==> config.mk <==
export PLATFORM = sky130hd
export DESIGN_NAME = fifo_packer
export DESIGN_NICKNAME = d
export VERILOG_FILES = /design/src/rtl/fifo_packer_pkg.sv /design/src/rtl/packer_lane.sv /design/src/rtl/fifo_packer.sv
export SDC_FILE = /design/constraint.sdc
export NUM_CORES = 1
export LEC_CHECK = 0
export CORE_UTILIZATION = 40
export DETAILED_ROUTE_END_ITERATION = 16
export GPL_TIMING_DRIVEN = 0
export PLACE_DENSITY = 0.83
export REMOVE_ABC_BUFFERS = 1
export SYNTH_ARGS = -nofsm -noshare
export SYNTH_HDL_FRONTEND = slang
export SYNTH_SLANG_ARGS = --single-unit
==> constraint.sdc <==
create_clock -name clk -period 1.1 [get_ports clk]
set_input_delay 0.165 -clock clk [delete_from_list [all_inputs] [get_ports clk]]
set_output_delay 0.165 -clock clk [all_outputs]
set_load 0.05 [all_outputs]
==> src/rtl/fifo_packer_pkg.sv <==
// -----------------------------------------------------------------------------
// fifo_packer_pkg
// Shared types and helpers for the fifo_packer block.
//   packer_state_t : FILL while lanes are being gathered, HOLD while an
//                    assembled word waits for the sink.
//   calc_cntwid()  : width of the out_cnt lane count for a given RATIO.
// -----------------------------------------------------------------------------
package fifo_packer_pkg;

  typedef enum logic {
    FILL = 1'b0,
    HOLD = 1'b1
  } packer_state_t;

  // Must be able to represent RATIO itself (a full word), not just RATIO-1.
  function automatic int unsigned calc_cntwid(input int unsigned ratio);
    return $clog2(ratio) + 1;
  endfunction

endpackage

==> src/rtl/packer_lane.sv <==
// -----------------------------------------------------------------------------
// packer_lane
// One WIDTH-bit lane of the fifo_packer assembly register.
// Ports:
//   clk   : clock, all updates on posedge
//   rst   : synchronous active-low reset, clears the lane
//   i_we  : write enable, loads i_d
//   i_clr : synchronous clear to zero
//   i_d   : write data
//   o_q   : lane contents
// A write takes priority over a clear: a word acceptance clears every lane, but
// the entry popped in that same cycle must land in the freshly cleared lane 0.
// -----------------------------------------------------------------------------
module packer_lane #(
  parameter int unsigned WIDTH = 8
) (
  input  logic             clk,
  input  logic             rst,
  input  logic             i_we,
  input  logic             i_clr,
  input  logic [WIDTH-1:0] i_d,
  output logic [WIDTH-1:0] o_q
);

  logic [WIDTH-1:0] r_q;

  always_ff @(posedge clk) begin
    if (!rst) begin
      r_q <= '0;
    end else if (i_we) begin
      r_q <= i_d;
    end else if (i_clr) begin
      r_q <= '0;
    end
  end

  assign o_q = r_q;

endmodule

==> src/rtl/fifo_packer.sv <==
// -----------------------------------------------------------------------------
// fifo_packer
// Pops RATIO consecutive WIDTH-bit entries from a narrow FIFO head and presents
// them as one WIDTH*RATIO-bit word on a valid/ready stream. Lane 0 holds the
// first entry popped. While a word waits in HOLD, pops stall unless the sink
// accepts in the same cycle, in which case the new entry lands in lane 0.
//
// Optional feature macro: PARTIAL_FLUSH_EN
//   When defined, adds the flush input and the out_cnt output so a partially
//   filled word can be emitted; out_cnt reports the number of valid lanes.
//
// Ports:
//   clk        : clock, all state updates on posedge
//   rst        : synchronous active-low reset
//   fifo_empty : FIFO empty flag
//   fifo_data  : FIFO head entry (combinational)
//   fifo_pop   : FIFO pop, combinational, depends on out_ready this cycle
//   out_valid  : assembled word available
//   out_ready  : sink accepts the word
//   out_data   : assembled word, lane k at [k*WIDTH +: WIDTH]
//   out_cnt    : valid lane count   (PARTIAL_FLUSH_EN only)
//   flush      : emit partial word  (PARTIAL_FLUSH_EN only)
// -----------------------------------------------------------------------------
module fifo_packer
  import fifo_packer_pkg::*;
#(
  parameter int unsigned WIDTH  = 8,
  parameter int unsigned RATIO  = 4
`ifdef PARTIAL_FLUSH_EN
  ,
  parameter int unsigned CNTWID = calc_cntwid(RATIO)
`endif
) (
  input  logic                   clk,
  input  logic                   rst,
  input  logic                   fifo_empty,
  input  logic [WIDTH-1:0]       fifo_data,
  output logic                   fifo_pop,
  output logic                   out_valid,
  input  logic                   out_ready,
`ifdef PARTIAL_FLUSH_EN
  output logic [CNTWID-1:0]      out_cnt,
  input  logic                   flush,
`endif
  output logic [WIDTH*RATIO-1:0] out_data
);

  localparam int unsigned IDXW = $clog2(RATIO);

  packer_state_t    r_state;
  packer_state_t    w_state_d;
  logic [IDXW-1:0]  r_idx;
  logic [IDXW-1:0]  w_idx_d;
  logic [IDXW-1:0]  w_wr_idx;
  logic             w_accept;
  logic             w_word_done;
  logic [WIDTH-1:0] w_lane_q [RATIO];

`ifdef PARTIAL_FLUSH_EN
  logic              w_flush;
  logic [CNTWID-1:0] r_cnt;
  logic [CNTWID-1:0] w_cnt_d;
`endif

  // ---------------------------------------------------------------------------
  // Handshake, pop and next-state logic
  // ---------------------------------------------------------------------------
  always_comb begin
    out_valid = (r_state == HOLD);
    w_accept  = (r_state == HOLD) & out_ready;
    // In HOLD a pop is only allowed when the held word leaves this same cycle.
    fifo_pop  = rst & ~fifo_empty & ((r_state == FILL) | out_ready);
    // On an accepting cycle the register is being cleared, so a concurrent pop
    // restarts at lane 0 regardless of r_idx.
    w_wr_idx    = w_accept ? '0 : r_idx;
    w_word_done = fifo_pop & (r_state == FILL) & (r_idx == IDXW'(RATIO - 1));

    w_state_d = r_state;
    w_idx_d   = r_idx;
`ifdef PARTIAL_FLUSH_EN
    w_flush = flush & (r_state == FILL) & (r_idx != '0) & ~fifo_pop;
    w_cnt_d = r_cnt;
`endif

    if (w_accept) begin
      w_state_d = FILL;
      w_idx_d   = fifo_pop ? IDXW'(1) : '0;
`ifdef PARTIAL_FLUSH_EN
      w_cnt_d   = '0;
`endif
    end else if (w_word_done) begin
      w_state_d = HOLD;
      w_idx_d   = '0;
`ifdef PARTIAL_FLUSH_EN
      w_cnt_d   = CNTWID'(RATIO);
`endif
    end else if (fifo_pop) begin
      w_idx_d = r_idx + IDXW'(1);
`ifdef PARTIAL_FLUSH_EN
    end else if (w_flush) begin
      // Unwritten lanes were cleared at the last accept/reset, so they read 0.
      w_state_d = HOLD;
      w_idx_d   = '0;
      w_cnt_d   = CNTWID'(r_idx);
`endif
    end
  end

  // ---------------------------------------------------------------------------
  // State registers
  // ---------------------------------------------------------------------------
  always_ff @(posedge clk) begin
    if (!rst) begin
      r_state <= FILL;
      r_idx   <= '0;
    end else begin
      r_state <= w_state_d;
      r_idx   <= w_idx_d;
    end
  end

`ifdef PARTIAL_FLUSH_EN
  always_ff @(posedge clk) begin
    if (!rst) begin
      r_cnt <= '0;
    end else begin
      r_cnt <= w_cnt_d;
    end
  end

  assign out_cnt = r_cnt;
`endif

  // ---------------------------------------------------------------------------
  // Assembly register, one lane per FIFO entry
  // ---------------------------------------------------------------------------
  for (genvar k = 0; k < RATIO; k++) begin : g_lane
    packer_lane #(
      .WIDTH(WIDTH)
    ) u_lane (
      .clk  (clk),
      .rst  (rst),
      .i_we (fifo_pop & (w_wr_idx == IDXW'(k))),
      .i_clr(w_accept),
      .i_d  (fifo_data),
      .o_q  (w_lane_q[k])
    );

    assign out_data[k*WIDTH +: WIDTH] = w_lane_q[k];
  end

endmodule

==> load_flow_metrics.sql <==
INSERT INTO impl_metrics (metric_group, metric, value, unit) VALUES
('final_layout', 'flow.area_growth_from_synthesis', '49.4', '%'),
('synthesis', 'synth_seq_area_share', '51.0', '%'),
('floorplanning', 'design.die.area', '3680', 'um^2'),
('worst_setup_path', 'cells_along_the_critical_path', 'buf_4 > buf_6 > a21boi_4 > a21boi_4 > a32o_1', ''),
('timing', 'finalCritPeriodShare', '125', '%'),
('power_and_ir_drop', 'p_leak', '0.946', 'nW'),
('worst_setup_path', 'worstPathArrival', '1.66', 'ns'),
('floorplanning', 'row_count', '20', ''),
('worst_hold_path', 'worst_min_delay_path_startpoint', 'g_lane[2].u_lane.o_q[1]', ''),
('clock_tree', 'htree_num_levels', '2', ''),
('job', 'max-cap-violations', '0', ''),
('floorplanning', 'initial_cell_density_of_the_core', '43.6', '%'),
('synthesis', 'yosysWarningCount', '0', ''),
('global_route', 'grt_max_degree', '26', ''),
('route', 'routed_wl', '3820', 'um'),
('outcome', 'failed_checks', 'setup timing', ''),
('global_route', 'grt.overflow.total', '0', ''),
('worst_setup_path', 'cell_with_the_biggest_individual_delay_on_the_critical_path', 'sky130_fd_sc_hd__dfxtp_4', ''),
('clock_tree', 'cts_tree', 'done', ''),
('global_route', 'via_count_of_the_first_global_routing_pass', '1265', ''),
('timing', 'report.final.slew_viol_count', '0', ''),
('worst_setup_path', 'cp_max_fo', '8', ''),
('final_layout', 'final_layout_size_suffix_gt1_share', '38.1', '%'),
('worst_setup_path', 'reg_to_reg_start', 'out_valid', ''),
('route', 'vias_per_cell', '5.24', ''),
('power_and_ir_drop', 'ir_worst_vdd', '0.572', 'mV'),
('clock_tree', 'ctsRootBufferMaster', 'sky130_fd_sc_hd__clkbuf_4', ''),
('worst_setup_path', 'worst_r2r_endpoint', 'g_lane[0].u_lane.o_q[3]', ''),
('timing', 'rsz0062_at_grt', 'yes', ''),
('global_route', 'gr-usage-all-layers', '23.0', '%'),
('floorplanning', 'core_region_area', '3150', 'um^2'),
('worst_setup_path', 'crit_path_frequent_cell', 'sky130_fd_sc_hd__a21boi_4', ''),
('synthesis', 'netlist_instances', '127', ''),
('place', 'place.gp.congestion', '0.804', ''),
('timing', 'max_frequency', '727', 'MHz'),
('synthesis', 'synth.avg_cell_area', '10.8', 'um^2'),
('timing', 'smallest_setup_slack_after_layout', '-0.276', 'ns'),
('clock_tree', 'cts-buffers-inserted', '5', ''),
('timing', 'setup_viol', '35', ''),
('timing', 'finalClockSkew', '0.00621', 'ns'),
('power_and_ir_drop', 'report.power.total', '2.57', 'mW'),
('synthesis', 'synth_commonest_cells', 'sky130_fd_sc_hd__dfxtp_1, sky130_fd_sc_hd__nand2_1, sky130_fd_sc_hd__mux2i_1', ''),
('worst_hold_path', 'worstHoldPathCells', '2', ''),
('route', 'drt_pass1_iterations', '4', ''),
('synthesis', 'synth.largest_area_cell', 'sky130_fd_sc_hd__dfxtp_1', ''),
('global_route', 'grt_antenna_before_repair', '0', ''),
('timing', 'relSlewSlack', '64.4', '%'),
('worst_setup_path', 'reg2reg_slack', '-0.28', 'ns'),
('worst_setup_path', 'timing.setup.critical_path_class', 'flop to flop', ''),
('outcome', 'outcome', 'complete, but fails checks', ''),
('synthesis', 'synth.most_common_cell', 'sky130_fd_sc_hd__dfxtp_1', ''),
('worst_setup_path', 'startpoint_type', 'flop', ''),
('synthesis', 'ys_top_cells_by_area', 'sky130_fd_sc_hd__dfxtp_1, sky130_fd_sc_hd__mux2i_1, sky130_fd_sc_hd__nand2_1, sky130_fd_sc_hd__a32o_1, sky130_fd_sc_hd__a21boi_4', ''),
('route', 'wl_per_cell', '16.4', 'um'),
('global_route', 'wire_length_of_the_first_global_routing_pass', '5970', 'um'),
('route', 'drt_drc_violations_left', '0', ''),
('synthesis', 'synth_enable_flop_cells', '0', ''),
('worst_setup_path', 'crit_required', '1.38', 'ns'),
('final_layout', 'insertedDiodeCount', '0', ''),
('synthesis', 'synth_cell_types', '24', ''),
('worst_setup_path', 'reg2reg_depth', '5', ''),
('route', 'vias', '1220', ''),
('worst_setup_path', 'setup.worst_path.end_class', 'flop', ''),
('timing', 'totalNegativeSetupSlack', '-7.25', 'ns'),
('floorplanning', 'die_width', '60.6', 'um'),
('power_and_ir_drop', 'power_density', '1250', 'nW/um^2'),
('place', 'port-buffer-count', '45', ''),
('synthesis', 'synthArstFlopShare', '0', '%'),
('worst_hold_path', 'min_delay_worst_endpoint', 'g_lane[2].u_lane.o_q[1]', ''),
('synthesis', 'synth_top_cell_area_share', '51.0', '%'),
('floorplanning', 'floorplan.die.height', '60.6', 'um');
## registers in the layout, indices dropped and copies added (netlist names)
name	cells
r_idx	2
g_lane.u_lane.o_q	32
out_valid	1
## layout make-up
cell class              count  area [um^2]  share of cell area, %
clock buffers               8         68.8                   3.35
well taps                  44         55.1                   2.68
multi-input cells          87          698                   34.0
flip-flops and latches     35          707                   34.4
repair buffers             59          526                   25.6
## tightest hold or removal path, cell delays in order (launching register included)
cell and delay, ns:
sky130_fd_sc_hd__dfxtp_1 0.32, sky130_fd_sc_hd__nand2_1 0.05, sky130_fd_sc_hd__mux2i_1 0.05
## cells by family (layout without fill, tap and decap cells)
family / count (synthesis) / count (layout) / synth area share [%]
adder cells (fa/ha/maj): 1 / 1 / 0.910
multiplexers: 24 / 24 / 17.5
flip-flops: 35 / 35 / 51.0
buffers and inverters: 6 / 67 / 2.64
AO/OA/AOI/OAI: 16 / 17 / 12.1
AND/OR/NAND/NOR: 45 / 45 / 15.9
## how the worst max path moves through the flow
stage                    from                      end  slack [ns]  depth (start not counted)
floorplan           out_valid                 fifo_pop       -1.03                          2
global placement          rst  g_lane[0].u_lane.o_q[3]       -1.38                          4
detailed placement        rst  g_lane[0].u_lane.o_q[6]       -1.48                          4
CTS                 out_valid                 fifo_pop       -0.29                          3
global route        out_valid  g_lane[1].u_lane.o_q[0]       -0.33                          4
finish              out_valid  g_lane[0].u_lane.o_q[3]       -0.28                          5
## where the power goes
part	switching [mW]	internal (mW)	total [mW]	leakage (nW)
registers	0.0357	1.31	1.34	0.285
clock network	0.406	0.376	0.782	0.0386
logic	0.273	0.176	0.449	0.622
total	0.714	1.86	2.57	0.946
## per-layer routing
| layer | routed length [um] | share of wire (%) | track usage [%] |
|---|---|---|---|
| met5 | 0 | 0 | 0 |
| met4 | 93 | 2.4 | 11.0 |
| met3 | 204 | 5.3 | 5.76 |
| met2 | 1910 | 50 | 39.4 |
| met1 | 1610 | 42 | 26.9 |
## placed cells by master, fill, tap and decap left out
master                            instances
sky130_fd_sc_hd__clkbuf_4                13
sky130_fd_sc_hd__a21oi_2                  1
sky130_fd_sc_hd__clkdlybuf4s50_1          8
sky130_fd_sc_hd__nor2b_2                  1
sky130_fd_sc_hd__nor2_2                   1
sky130_fd_sc_hd__a21boi_4                 3
sky130_fd_sc_hd__dlygate4sd2_1            2
sky130_fd_sc_hd__nand4b_1                 1
sky130_fd_sc_hd__o21ai_2                  1
sky130_fd_sc_hd__dfxtp_4                  1
sky130_fd_sc_hd__clkbuf_1                 1
sky130_fd_sc_hd__o21a_1                   1
sky130_fd_sc_hd__nand4_4                  1
sky130_fd_sc_hd__o2bb2ai_4                1
sky130_fd_sc_hd__nor2_1                   1
sky130_fd_sc_hd__clkdlybuf4s15_2          1
sky130_fd_sc_hd__dfxtp_2                  2
sky130_fd_sc_hd__and4b_4                  1
sky130_fd_sc_hd__nor2b_1                  1
sky130_fd_sc_hd__nand2_1                 34
sky130_fd_sc_hd__mux2i_1                 24
sky130_fd_sc_hd__clkbuf_8                 2
sky130_fd_sc_hd__nor4_1                   1
sky130_fd_sc_hd__o31a_1                   1
sky130_fd_sc_hd__a32o_1                   8
sky130_fd_sc_hd__nor3b_2                  1
sky130_fd_sc_hd__buf_4                   25
sky130_fd_sc_hd__ha_1                     1
sky130_fd_sc_hd__dfxtp_1                 32
sky130_fd_sc_hd__nor2_4                   1
sky130_fd_sc_hd__a21boi_1                 1
sky130_fd_sc_hd__nor2b_4                  1
sky130_fd_sc_hd__buf_6                   15
## timing repair
action | in CTS | in global routing
cloned | 2 | 0
hold endpoints to repair | 0 | 0
pin swaps | 3 | 7
buffers inserted | 14 | 2
resized for setup | 217 | 35
setup endpoints to repair | 69 | 59
No activity file was read; power rests on OpenSTA's default activity.
